File: src/rtl/ysyx_rob_mc.sv
// ysyx_rob_mc: reorder buffer with rename table, operand forwarding, in-order multi-commit and flush
// Ports:
//   clock, reset (async, active-low)
//   disp_*      : one dispatch per cycle; disp_dest returns the allocated tag (index+1)
//   rs1_*/rs2_* : combinational operand lookup (producer tag or forwarded value)
//   wb_*        : NUM_WB out-of-order writeback ports addressed by tag
//   cm_*        : up to COMMIT_W in-order retirements per cycle, contiguous from slot 0
//   flush_pipeline : registered one-cycle pulse after a mispredicted branch or fence.i commits
module ysyx_rob_mc #(
    parameter int ROB_SIZE = 8,
    parameter int COMMIT_W = 2,
    parameter int NUM_WB   = 2,
    parameter int XLEN     = 32,
    parameter int REG_NUM  = 16,
    localparam int RL = $clog2(REG_NUM),
    localparam int IW = $clog2(ROB_SIZE),
    localparam int TW = IW + 1
) (
    input  logic                     clock,
    input  logic                     reset,
    input  logic                     disp_valid,
    output logic                     disp_ready,
    input  logic [4:0]               disp_rd,
    input  logic [XLEN-1:0]          disp_pc,
    input  logic [XLEN-1:0]          disp_pnpc,
    input  logic                     disp_store,
    input  logic                     disp_fence_i,
    input  logic [4:0]               disp_rs1,
    input  logic [4:0]               disp_rs2,
    output logic [TW-1:0]            disp_dest,
    output logic [TW-1:0]            rs1_q,
    output logic                     rs1_fwd,
    output logic [XLEN-1:0]          rs1_value,
    output logic [TW-1:0]            rs2_q,
    output logic                     rs2_fwd,
    output logic [XLEN-1:0]          rs2_value,
    input  logic [NUM_WB-1:0]        wb_valid,
    input  logic [NUM_WB*TW-1:0]     wb_dest,
    input  logic [NUM_WB*XLEN-1:0]   wb_result,
    input  logic [NUM_WB*XLEN-1:0]   wb_npc,
    input  logic [NUM_WB-1:0]        wb_br,
    output logic [COMMIT_W-1:0]      cm_valid,
    output logic [COMMIT_W*5-1:0]    cm_rd,
    output logic [COMMIT_W*XLEN-1:0] cm_value,
    output logic [COMMIT_W*XLEN-1:0] cm_pc,
    output logic [COMMIT_W*XLEN-1:0] cm_npc,
    output logic [COMMIT_W-1:0]      cm_store,
    output logic                     flush_pipeline
);

    // entry state: busy=0 FREE, busy&!done EX, busy&done WB
    logic [ROB_SIZE-1:0] r_busy;
    logic [ROB_SIZE-1:0] r_done;
    logic [ROB_SIZE-1:0] r_store;
    logic [ROB_SIZE-1:0] r_fence;
    logic [ROB_SIZE-1:0] r_br;
    logic [4:0]          r_rd    [ROB_SIZE];
    logic [XLEN-1:0]     r_pc    [ROB_SIZE];
    logic [XLEN-1:0]     r_pnpc  [ROB_SIZE];
    logic [XLEN-1:0]     r_npc   [ROB_SIZE];
    logic [XLEN-1:0]     r_value [ROB_SIZE];
    logic [IW-1:0]       r_head;
    logic [IW-1:0]       r_tail;
    logic [IW:0]         r_count;
    logic [REG_NUM-1:0]  r_rf_busy;
    logic [IW-1:0]       r_rf_reorder [REG_NUM];
    logic                r_flush;

    logic                w_disp;
    logic [RL-1:0]       w_drd;
    logic                w_wb_hit [NUM_WB];
    logic [IW-1:0]       w_wb_idx [NUM_WB];
    logic [IW-1:0]       w_cidx   [COMMIT_W];
    logic                w_cstop  [COMMIT_W];
    logic [RL-1:0]       w_crd    [COMMIT_W];
    logic                w_crel   [COMMIT_W];
    logic [IW:0]         w_ncm;
    logic                w_stop_cm;
    logic [4:0]          w_rs     [2];
    logic [TW-1:0]       w_q      [2];
    logic                w_fwd    [2];
    logic [XLEN-1:0]     w_val    [2];

    assign flush_pipeline = r_flush;
    assign disp_ready     = (r_count < (IW+1)'(ROB_SIZE)) && !r_flush;
    assign w_disp         = disp_valid && disp_ready;
    assign disp_dest      = {1'b0, r_tail} + TW'(1);
    assign w_drd          = disp_rd[RL-1:0];

    // writeback decode: only tags that name an entry currently in EX take effect
    always_comb begin
        for (int i = 0; i < NUM_WB; i++) begin
            w_wb_idx[i] = IW'(wb_dest[i*TW +: TW] - TW'(1));
            w_wb_hit[i] = wb_valid[i] && !r_flush && (wb_dest[i*TW +: TW] != '0) &&
                          (wb_dest[i*TW +: TW] <= TW'(ROB_SIZE)) &&
                          r_busy[w_wb_idx[i]] && !r_done[w_wb_idx[i]];
        end
    end

    // commit selection: a run of WB entries from head, cut after the first stop entry
    always_comb begin : commit_sel
        logic ok;
        ok        = !r_flush;
        w_ncm     = '0;
        w_stop_cm = 1'b0;
        cm_valid  = '0;
        cm_rd     = '0;
        cm_value  = '0;
        cm_pc     = '0;
        cm_npc    = '0;
        cm_store  = '0;
        for (int k = 0; k < COMMIT_W; k++) begin
            w_cidx[k]  = r_head + IW'(k);
            w_cstop[k] = r_fence[w_cidx[k]] || (r_br[w_cidx[k]] && (r_npc[w_cidx[k]] != r_pnpc[w_cidx[k]]));
            ok         = ok && r_done[w_cidx[k]];
            cm_valid[k] = ok;
            ok         = ok && !w_cstop[k];
            cm_rd[k*5 +: 5]       = r_rd[w_cidx[k]];
            cm_value[k*XLEN +: XLEN] = r_value[w_cidx[k]];
            cm_pc[k*XLEN +: XLEN]    = r_pc[w_cidx[k]];
            cm_npc[k*XLEN +: XLEN]   = r_npc[w_cidx[k]];
            cm_store[k] = r_store[w_cidx[k]];
            // only the entry the rename table still points at may release the register;
            // a younger same-rd slot cannot match, so the youngest slot decides
            w_crd[k]  = r_rd[w_cidx[k]][RL-1:0];
            w_crel[k] = (r_rd[w_cidx[k]] != 5'd0) && (r_rf_reorder[w_crd[k]] == w_cidx[k]);
            w_ncm     = w_ncm + (IW+1)'(cm_valid[k]);
            w_stop_cm = w_stop_cm || (cm_valid[k] && w_cstop[k]);
        end
    end

    // operand lookup: ROB value first, then same-cycle writeback bypass (lowest port wins)
    assign w_rs[0] = disp_rs1;
    assign w_rs[1] = disp_rs2;
    always_comb begin : lookup
        logic [RL-1:0] r;
        logic [IW-1:0] p;
        for (int n = 0; n < 2; n++) begin
            r        = w_rs[n][RL-1:0];
            p        = r_rf_reorder[r];
            w_q[n]   = '0;
            w_fwd[n] = 1'b0;
            w_val[n] = '0;
            if (w_rs[n] != 5'd0 && r_rf_busy[r]) begin
                if (r_done[p]) begin
                    w_fwd[n] = 1'b1;
                    w_val[n] = r_value[p];
                end else begin
                    w_q[n] = {1'b0, p} + TW'(1);
                    for (int i = NUM_WB - 1; i >= 0; i--) begin
                        if (w_wb_hit[i] && w_wb_idx[i] == p) begin
                            w_q[n]   = '0;
                            w_fwd[n] = 1'b1;
                            w_val[n] = wb_result[i*XLEN +: XLEN];
                        end
                    end
                end
            end
        end
    end

    assign rs1_q     = w_q[0];
    assign rs1_fwd   = w_fwd[0];
    assign rs1_value = w_val[0];
    assign rs2_q     = w_q[1];
    assign rs2_fwd   = w_fwd[1];
    assign rs2_value = w_val[1];

    // control state; the flush cycle itself does nothing but empty the buffer at its end
    always_ff @(posedge clock or negedge reset) begin
        if (!reset) begin
            r_busy    <= '0;
            r_done    <= '0;
            r_rf_busy <= '0;
            r_head    <= '0;
            r_tail    <= '0;
            r_count   <= '0;
            r_flush   <= 1'b0;
        end else if (r_flush) begin
            r_busy    <= '0;
            r_done    <= '0;
            r_rf_busy <= '0;
            r_head    <= '0;
            r_tail    <= '0;
            r_count   <= '0;
            r_flush   <= 1'b0;
        end else begin
            r_flush <= w_stop_cm;
            for (int i = 0; i < NUM_WB; i++)
                if (w_wb_hit[i]) r_done[w_wb_idx[i]] <= 1'b1;
            for (int k = 0; k < COMMIT_W; k++) begin
                if (cm_valid[k]) begin
                    r_busy[w_cidx[k]] <= 1'b0;
                    r_done[w_cidx[k]] <= 1'b0;
                    if (w_crel[k]) r_rf_busy[w_crd[k]] <= 1'b0;
                end
            end
            // dispatch comes last so a same-cycle rename of the same rd keeps it busy
            if (w_disp) begin
                r_busy[r_tail] <= 1'b1;
                if (disp_rd != 5'd0) r_rf_busy[w_drd] <= 1'b1;
                r_tail <= r_tail + 1'b1;
            end
            r_head  <= r_head + w_ncm[IW-1:0];
            r_count <= r_count + {{IW{1'b0}}, w_disp} - w_ncm;
        end
    end

    // payload storage; validity is carried by the control state above
    always_ff @(posedge clock) begin
        if (w_disp) begin
            r_rd[r_tail]    <= disp_rd;
            r_pc[r_tail]    <= disp_pc;
            r_pnpc[r_tail]  <= disp_pnpc;
            r_store[r_tail] <= disp_store;
            r_fence[r_tail] <= disp_fence_i;
            if (disp_rd != 5'd0) r_rf_reorder[w_drd] <= r_tail;
        end
        for (int i = NUM_WB - 1; i >= 0; i--) begin
            if (w_wb_hit[i]) begin
                r_value[w_wb_idx[i]] <= wb_result[i*XLEN +: XLEN];
                r_npc[w_wb_idx[i]]   <= wb_npc[i*XLEN +: XLEN];
                r_br[w_wb_idx[i]]    <= wb_br[i];
            end
        end
    end

    // two writeback ports must never target the same tag in one cycle
    always_ff @(posedge clock) begin
        for (int i = 0; i < NUM_WB; i++)
            for (int j = i + 1; j < NUM_WB; j++)
                if (reset && wb_valid[i] && wb_valid[j])
                    assert (wb_dest[i*TW +: TW] != wb_dest[j*TW +: TW]);
    end

endmodule

File: config.mk
export PLATFORM = sky130hd
export DESIGN_NAME = ysyx_rob_mc
export DESIGN_NICKNAME = d
export VERILOG_FILES = /design/src/rtl/ysyx_rob_mc.sv
export SDC_FILE = /design/constraint.sdc
export NUM_CORES = 2
export LEC_CHECK = 0
export ABC_AREA = 0
export BUFFER_PORTS_ARGS = -buffer_cell sky130_fd_sc_hd__buf_2
export CORE_MARGIN = 4
export CORE_UTILIZATION = 61
export CTS_CLUSTER_DIAMETER = 60
export DETAILED_ROUTE_END_ITERATION = 8
export PLACE_DENSITY = 0.8
export REMOVE_ABC_BUFFERS = 1
export SYNTH_ARGS = -nofsm -noshare
export SYNTH_HDL_FRONTEND = slang
export SYNTH_SLANG_ARGS = --single-unit
File: constraint.sdc
create_clock -name clock -period 7.42 [get_ports clock]
set_input_delay 1.484 -clock clock [delete_from_list [all_inputs] [get_ports clock]]
set_output_delay 1.484 -clock clock [all_outputs]
set_load 0.02 [all_outputs]
==> impl_metrics.toml <==
[placed_design]
place_congestion = 0.956
numPortBuffers = 509
post-dp-hpwl_microns = 140000

[finish]
n_fill_cell = 7021
fin_util_pct = 69.7
final-seq-area_sq_um = 35100
layout-drive-gt1-share_pct = 30.6
fin_nets = 5484
multiInputGateArea_sq_um = 28600
syn2layout_area_growth_pct = 12.8

[floorplan]
core-area_sq_um = 106000
io_pins = 510
rows = 119
die_x_microns = 335
initial_core_util_pct = 61.8
die_y_microns = 335
die_area_sq_um = 113000

[grt]
track_usage_pct = 41.5
grt_use_met2_pct = 62.3
grt_use_met3_pct = 13.8
top_usage_layer = "met2"
overflow = 0
grt_start_max_net_pins = 86
grt_pass1_vias = 51600
antenna_found_initial = 63
gr-usage-met1_pct = 51.6
grt_pass1_wl_microns = 342000

[critical_path]
crit_path_start = "disp_rs2[0]"
crit_family = "buffers and inverters"
cp-end-kind = "output pin"
crit_required_ns = 5.94
crit_buf_inv = 4
startpoint_type = "input port"
cp_cell_sequence = "buf_2 > mux4_2 > nor2b_1 > a211oi_1 > a21oi_4 > buf_4 > xnor2_1 > or4_1 > nor2_4 > buf_4 > a221oi_1 > nor2b_1 > buf_2"
cp_slowest_cell = "mux4_2"
r2r_setup_slack_ns = 1.39
worstPathMaxFanout = 27
worst_path_largest_cell_delay_ns = 0.57
r2r_end = "r_rf_busy[12]"
r2r_cells = 12
cp.arrival_ns = 5.36
r2r_start = "r_head[1]"
worst-setup-path-type = "in2out"

[yosys]
synth_warnings = 0
avgSynthCellArea_sq_um = 13.2
yosys.area.top_type_share_pct = 51.8
synth_enable_flop_cells = 1128
ys.flop_type = "edfxtp_1"
synthDistinctLibCells = 68
synth_area_leaders = "edfxtp_1, mux4_2, mux2_2, a22oi_1, mux2i_1"
synthCells = 4943
synth-seq-cells = 1179
ys_async_sr_fraction_pct = 3.65
synth_area_sq_um = 65400
yosysTopAreaCell = "edfxtp_1"
yosysSeqAreaShare_pct = 53.7

[power_and_ir_drop]
power.density_nw_per_um2 = 393
leakagePower_nw = 25.7
worst_ir_drop_vdd_mv = 0.577

[timing]
period_share_pct = 92.3
period_minus_slack_ns = 6.85
setup_tns_ns = 0
drv_slew = 0
rsz0062_at_grt = "no"
hold_violations = 0
hold_slack_ns = 0.551
skew_ns = 0.0380
tightest_slew_ns = 1.32
relSlewSlack_pct = 11.7
max_clock_freq_mhz = 146
setup_viol = 0

[clock_tree]
clk_pin_slew_worst_paths_ns = 0.06
cts_root_buf = "clkbuf_16"
insertion_delay_ns = 0.79
cts_buffer_depth = 3
htree_levels = 4
ctsHoldBuffers = 0
cts_setup_buffers = 0
clock-sinks = 1179
ctsResizeCount = 0
cts_tree = "yes"
numCtsBuffers = 131

[routing]
wire_per_inst_microns = 35.4
vias = 52900
drt_drc_violations_left = 34
drt-initial-drc-count = 10500
wl_microns = 240000
drt_pass1_iterations = 9
via_per_inst = 7.80
final_antenna_net_count = 0

[hold_path]
whs_path_depth = 2
min_path_type = "reg2reg"
hold-path-endpoint = "r_busy[6]"
hold_start = "r_busy[6]"

[outcome]
outcome = "complete, but fails checks"
violations = "DRC"

[flow_run]
cap_violations = 0
tightest hold or removal path, delay by kind of cell (launching register included):
| kind | cells | cell delay (ns) |
|---|---|---|
| flip-flops | 1 | 0.35 |
| AO/OA/AOI/OAI | 1 | 0.08 |
| AND/OR/NAND/NOR | 1 | 0.08 |
synth_stat cells, drive strengths merged (22+ instances only):
cell type  count
nor3          22
nand4        101
mux4         301
o21ai         54
a22oi        534
nand3        108
edfxtp      1128
clkbuf       318
dfrtp         43
a22o          64
inv           31
mux2i        192
a2111oi       33
a221oi       115
buf          154
xnor2         98
nand2        498
o22ai         22
xor2          57
nor2         170
a222oi        24
a31oi         22
nor2b         97
a21oi         53
mux2         440
nor4          30
and3         104
state kept, by name, summed over array words and instances (netlist names), 16 cells and up:
name	cells
r_rd	40
r_pc	256
r_value	256
r_rf_reorder	48
r_npc	256
r_rf_busy	16
r_pnpc	256
placed cells by master, fill, tap and decap left out, types with 97 or more instances in the layout:
| master | netlist | layout |
|---|---|---|
| a221oi_1 | 115 | 115 |
| a22oi_1 | 534 | 534 |
| and3_1 | 104 | 101 |
| buf_2 | 61 | 509 |
| buf_4 | 13 | 102 |
| clkbuf_16 | 0 | 136 |
| edfxtp_1 | 1128 | 1128 |
| mux2_2 | 440 | 440 |
| mux2i_1 | 192 | 189 |
| mux4_2 | 301 | 299 |
| nand2_1 | 498 | 493 |
| nand3_1 | 107 | 105 |
| nand4_1 | 101 | 101 |
| nor2_1 | 168 | 155 |
| xnor2_1 | 98 | 97 |
power by group:
part / internal, mW / total, mW / switching, mW
clock network: 3.65 / 6.37 / 2.73
registers: 7.88 / 8.36 / 0.481
logic: 4.72 / 14.2 / 9.51
stage by stage:
stage	instances	power, mW	instance area (sq um)	setup slack, ns
5_1_grt	6765	29.7	73700	0.308
6_report	6785	29.0	73800	0.574
4_1_cts	6738	28.4	73700	0.644
3_3_place_gp	6503	21.8	69500	0.777
3_5_place_dp	6503	22.1	69500	0.660
2_1_floorplan	4471	17.1	63500	-7.90
final cells by class:
| cell class | count | share of cell area [%] |
|---|---|---|
| Tap cell | 1391 | 2.36 |
| Clock buffer | 165 | 4.76 |
| Multi-Input combinational cell | 3258 | 38.8 |
| Clock inverter | 70 | 0.853 |
| Sequential cell | 1179 | 47.6 |
| Timing Repair Buffer | 641 | 5.30 |
| Antenna cell | 47 | 0.159 |
| Inverter | 34 | 0.173 |
cell families after synthesis:
family / Yosys count / share of synthesized area (%)
flip-flops: 1179 / 53.7
AO/OA/AOI/OAI: 974 / 11.3
XOR/XNOR: 155 / 2.08
multiplexers: 933 / 20.9
adder cells (fa/ha/maj): 15 / 0.310
buffers and inverters: 506 / 3.18
AND/OR/NAND/NOR: 1181 / 8.60
routing by layer:
layer,wire [microns],vias to the layer above
li1,-,20500
met1,76200,25500
met5,260,-
met4,18100,40
met3,38800,1299
met2,107000,5586
worst max-delay path by stage:
| stage | to | slack [ns] | cells past startpoint |
|---|---|---|---|
| after global placement | rs2_value[10] | 0.78 | 13 |
| after detailed placement | rs2_value[2] | 0.66 | 13 |
| after floorplan | flush_pipeline | -7.90 | 11 |
| after CTS | rs2_value[2] | 0.64 | 13 |
| after global routing | rs1_value[28] | 0.31 | 14 |
| final | rs2_value[2] | 0.57 | 13 |
Note: power is estimated with default switching activity, not from simulation.
